==> src/rtl/sd2vc_pkg.sv <==
// Shared defaults and sizing helpers for the sd2vc credit-managed transmitter
// and its reusable credit counter.
package sd2vc_pkg;

  localparam int SD2VC_DEF_WIDTH   = 8;
  localparam int SD2VC_DEF_CREDITS = 16;

  // Bits needed to hold every value from 0 up to and including n.
  function automatic int credit_width(input int n);
    return $clog2(n + 1);
  endfunction

endpackage

==> src/rtl/vc_credit_cnt.sv <==
// Credit counter for a valid/credit transmitter: decrements on issue, increments
// on credit return, saturates at the initial count and flags overflow stickily.
module vc_credit_cnt
  import sd2vc_pkg::*;
#(
  parameter int credits = SD2VC_DEF_CREDITS,
  parameter int csz     = credit_width(credits)
) (
  input  logic           clk,
  input  logic           reset,
  input  logic           dec,
  input  logic           inc,
  output logic [csz-1:0] cnt,
  output logic           nonzero,
  output logic           err
);

  localparam logic [csz:0]   MAX_EXT = (csz + 1)'(credits);
  localparam logic [csz-1:0] MAX_CNT = csz'(credits);

  logic [csz:0]   sum;
  logic           ovf;
  logic [csz-1:0] cnt_nxt;

  // One extra bit so a return at full count is visible as a value above credits
  // rather than wrapping back to zero.
  always_comb begin
    // NOTE: every always_comb output gets a value before any branching so that
    // no path leaves it unassigned, which would infer a latch.
    sum     = {1'b0, cnt} - {{csz{1'b0}}, dec} + {{csz{1'b0}}, inc};
    ovf     = (sum > MAX_EXT);
    cnt_nxt = ovf ? MAX_CNT : sum[csz-1:0];
  end

  // NOTE: registered state uses non-blocking assignments so every flop samples
  // the pre-edge values regardless of process evaluation order.
  always_ff @(posedge clk) begin
    if (reset) begin
      cnt <= MAX_CNT;
      err <= 1'b0;
    end else begin
      cnt <= cnt_nxt;
      if (ovf) err <= 1'b1;
    end
  end

  assign nonzero = (cnt != '0);

endmodule

==> src/rtl/sd2vc.sv <==
// srdy/drdy to valid/credit converter: accepts a word only while downstream
// credit remains and presents it one cycle later as a single-cycle p_vld pulse.
module sd2vc
  import sd2vc_pkg::*;
#(
  parameter int width   = SD2VC_DEF_WIDTH,
  parameter int credits = SD2VC_DEF_CREDITS,
  parameter int csz     = credit_width(credits)
) (
  input  logic             clk,
  input  logic             reset,
  input  logic             c_srdy,
  output logic             c_drdy,
  input  logic [width-1:0] c_data,
  output logic             p_vld,
  output logic [width-1:0] p_data,
  input  logic             p_cr,
  output logic [csz-1:0]   credit_cnt,
  output logic             cr_err
);

  logic cnt_nonzero;
  logic xfer;

  // Ready depends only on reset and the registered count, never on c_srdy or p_cr.
  assign c_drdy = !reset && cnt_nonzero;
  assign xfer   = c_srdy && c_drdy;

  vc_credit_cnt #(
    .credits (credits),
    .csz     (csz)
  ) u_credit (
    .clk     (clk),
    .reset   (reset),
    .dec     (xfer),
    .inc     (p_cr),
    .cnt     (credit_cnt),
    .nonzero (cnt_nonzero),
    .err     (cr_err)
  );

  always_ff @(posedge clk) begin
    if (reset) begin
      p_vld  <= 1'b0;
      p_data <= '0;
    end else begin
      p_vld <= xfer;
      if (xfer) p_data <= c_data;
    end
  end

endmodule
==> config.mk <==
export PLATFORM = sky130hd
export DESIGN_NAME = sd2vc
export DESIGN_NICKNAME = d
export VERILOG_FILES = /design/src/rtl/sd2vc_pkg.sv /design/src/rtl/vc_credit_cnt.sv /design/src/rtl/sd2vc.sv
export SDC_FILE = /design/constraint.sdc
export NUM_CORES = 1
export LEC_CHECK = 0
export CORE_MARGIN = 5
export CORE_UTILIZATION = 45
export CTS_BUF_LIST = sky130_fd_sc_hd__clkbuf_4
export DETAILED_ROUTE_END_ITERATION = 10
export PLACE_DENSITY = 0.82
export SLEW_MARGIN = 20
export SYNTH_ARGS = -nofsm -noshare
export SYNTH_HDL_FRONTEND = slang
export SYNTH_SLANG_ARGS = --single-unit
==> constraint.sdc <==
create_clock -name clk -period 4 [get_ports clk]
set_clock_uncertainty 0.05 [all_clocks]
set_input_delay 0.8 -clock clk [delete_from_list [all_inputs] [get_ports clk]]
set_output_delay 0.8 -clock clk [all_outputs]
set_load 0.005 [all_outputs]
==> results.py <==
metrics = {
    "finish": {
        "final_common_cell": "clkdlybuf4s50_1",
        "drive_above_1_share_pct": 13.7,
        "n_antenna_cell": 0,
        "nNetsFinal": 138,
        "layout_common_cells": "27 x clkdlybuf4s50_1, 15 x dfxtp_1, 9 x inv_1, 9 x nand2b_1",
        "utilization_pct": 66.0,
        "area_growth_pct": 41.4,
    },
    "clocking": {
        "clk_pin_slew_ns": 0.10,
        "postCtsResizedCells": 0,
        "cts_tree": "yes",
        "clockBufferDepth": 2,
        "cts-buffers-inserted": 3,
        "postCtsSetupBuffers": 0,
        "clockRootBuffer": "clkbuf_4",
        "clock-sinks": 15,
        "htree_levels": 1,
        "insertion_delay_ns": 0.29,
        "hold_buffers": 0,
    },
    "power": {
        "power_density_nw_per_um2": 685,
        "power_mw": 0.772,
        "peakVddDrop_mv": 0.504,
        "p_leak_nw": 0.455,
    },
    "detailed_routing": {
        "wl_per_cell_um": 11.4,
        "via_per_inst": 4.68,
        "drtAntennaViolNets": 0,
        "dr_total_vias": 665,
        "drcViolationCount": 0,
        "drt_pass1_iterations": 4,
        "wl_um": 1620,
        "drt_iter0_drc": 5,
    },
    "grt": {
        "grt_max_degree": 17,
        "grt_pass1_vias": 635,
        "antenna_found_initial": 0,
        "grt_pass1_wl_um": 2690,
        "grt-ovfl-total": 0,
        "grt_use_total_pct": 13.3,
    },
    "setup_path": {
        "critPathMaxStageDelay_ns": 0.46,
        "cp_slowest_cell": "fa_1",
        "critPathLaunchType": "input pin",
        "crit_path_max_fanout": 5,
        "worstPathRequired_ns": 4.19,
        "critPathBufInv": 3,
        "crit_family": "adder cells",
        "worstPathCellList": "clkdlybuf4s50_1 -> a41oi_2 -> and2_1 -> ha_1 -> inv_1 -> ha_1 -> inv_1 -> fa_1 -> nor2b_4 -> o31ai_2 -> xnor2_1 -> a211o_4 -> nor2_2",
        "crit_path_end_kind": "register",
        "worst_ep_arrival_time_ns": 3.42,
        "crit_start": "reset",
        "r2r-start": "u_credit.cnt[2]$_SDFF_PP0_",
        "path_class": "in2reg",
    },
    "synthesis": {
        "yosysSeqAreaShare_pct": 37.7,
        "synth-async-reset-ratio_pct": 0,
        "synth_cell_types": 27,
        "syn_area_um2": 797,
        "yosys_most_used_dff": "dfxtp_1",
        "ys_seq_elements": 15,
        "syn_avg_cell_area_um2": 9.16,
        "synth_edf_count": 0,
        "yosysWarnings": 0,
        "synthCells": 87,
        "syn_nets": 107,
    },
    "sta": {
        "drv_slew": 0,
        "slew_headroom_pct": 84.4,
        "hold_ws_ns": 0.417,
        "min_period_ns": 3.23,
        "hold_viol_final": 0,
        "max_slew.worst_pin.slew_ns": 0.228,
        "tns_ns": 0,
        "finalCritPeriodShare_pct": 80.8,
        "setup_viol": 0,
        "rsz0062_at_grt": "no",
        "fmax_ghz": 0.309,
    },
    "die": {
        "die_x_um": 52.1,
        "coreArea_um2": 1710,
        "start_util_pct": 46.7,
        "io_pins": 28,
        "rows": 15,
        "die_area_um2": 2710,
        "die_h_um": 52.1,
    },
    "placement": {
        "io_buffers": 27,
        "dpl.hpwl_um": 1290,
        "globalplace.congestion": 0.830,
    },
    "hold_path": {
        "hp-class": "reg2reg",
        "hold_start": "p_data[1]$_SDFFE_PP0P_",
    },
    "flow_run": {
        "drv_cap": 0,
    },
    "run_status": {
        "status": "complete, no violations",
    },
}
## cells in the mapped netlist, types with 2 or more instances
master    number  share of area [%]
and2_1         2                1.6
buf_2          2                1.3
ha_1           7                 11
nor2_1         3                1.4
xor2_1         2                2.2
dfxtp_1       15                 38
nor2_2         3                2.4
nand2b_1       9                7.1
inv_1          9                4.2
nand2_1        8                3.8
o21ai_0        8                5.0
a21oi_1        4                2.5
## registers in the layout (all words and copies together), names as in the netlist
register	cells
p_data	8
p_vld	1
u_credit.cnt	5
u_credit.err	1
## stage by stage
stage	setup slack, ns	cells	area (um^2)
2_1_floorplan	0.762	87	797
3_3_place_gp	0.527	138	1100
3_5_place_dp	0.467	138	1100
4_1_cts	0.755	142	1130
5_1_grt	0.621	142	1130
6_report	0.767	142	1130
## layout make-up
type	instances	area [um^2]
fill	140	581
clock inverter	1	5.00
tap	25	31.3
sequential	15	300
inverter	9	33.8
clock buffer	3	22.5
timing repair buffer	29	285
multi-input combinational	60	449
## tightest hold or removal path, stage by stage, from the launching register on
cell,delay [ns]
dfxtp_1,0.32
nand2b_1,0.06
o21ai_1,0.05
## where the power goes
part | switching [mW] | leakage (nW) | total [mW] | internal (mW)
logic | 0.226 | 0.314 | 0.472 | 0.246
registers | 0.0240 | 0.124 | 0.211 | 0.187
clock network | 0.0525 | 0.0177 | 0.0897 | 0.0372
total | 0.303 | 0.455 | 0.772 | 0.469
## cell families (layout without fill, tap and decap cells)
| kind of cell | count (synthesis) | after routing | synth area share, % |
|---|---|---|---|
| simple gates | 30 | 30 | 22.3 |
| compound gates | 18 | 18 | 16.0 |
| flops | 15 | 15 | 37.7 |
| buf+inv | 12 | 42 | 5.96 |
| fa+ha+maj | 8 | 8 | 13.5 |
| xor+xnor | 3 | 3 | 3.30 |
| mux | 1 | 1 | 1.26 |
## metal layers
layer	vias up	wire length [um]	track usage (%)
met4	0	35	7.86
li1	346	-	-
met1	300	744	15.9
met5	-	0	0
met2	15	763	21.3
met3	4	77	3.15
## final timing paths
check                                             endpoint  slack, ns  depth (start not counted)
worst max-delay path            u_credit.cnt[2]$_SDFF_PP0_       0.77                         13
worst min-delay path                p_data[1]$_SDFFE_PP0P_       0.42                          2
worst max register to register  u_credit.cnt[2]$_SDFF_PP0_       1.12                         14
worst min register to register      p_data[1]$_SDFFE_PP0P_       0.42                          2
Power figures use the tool's default switching activity.
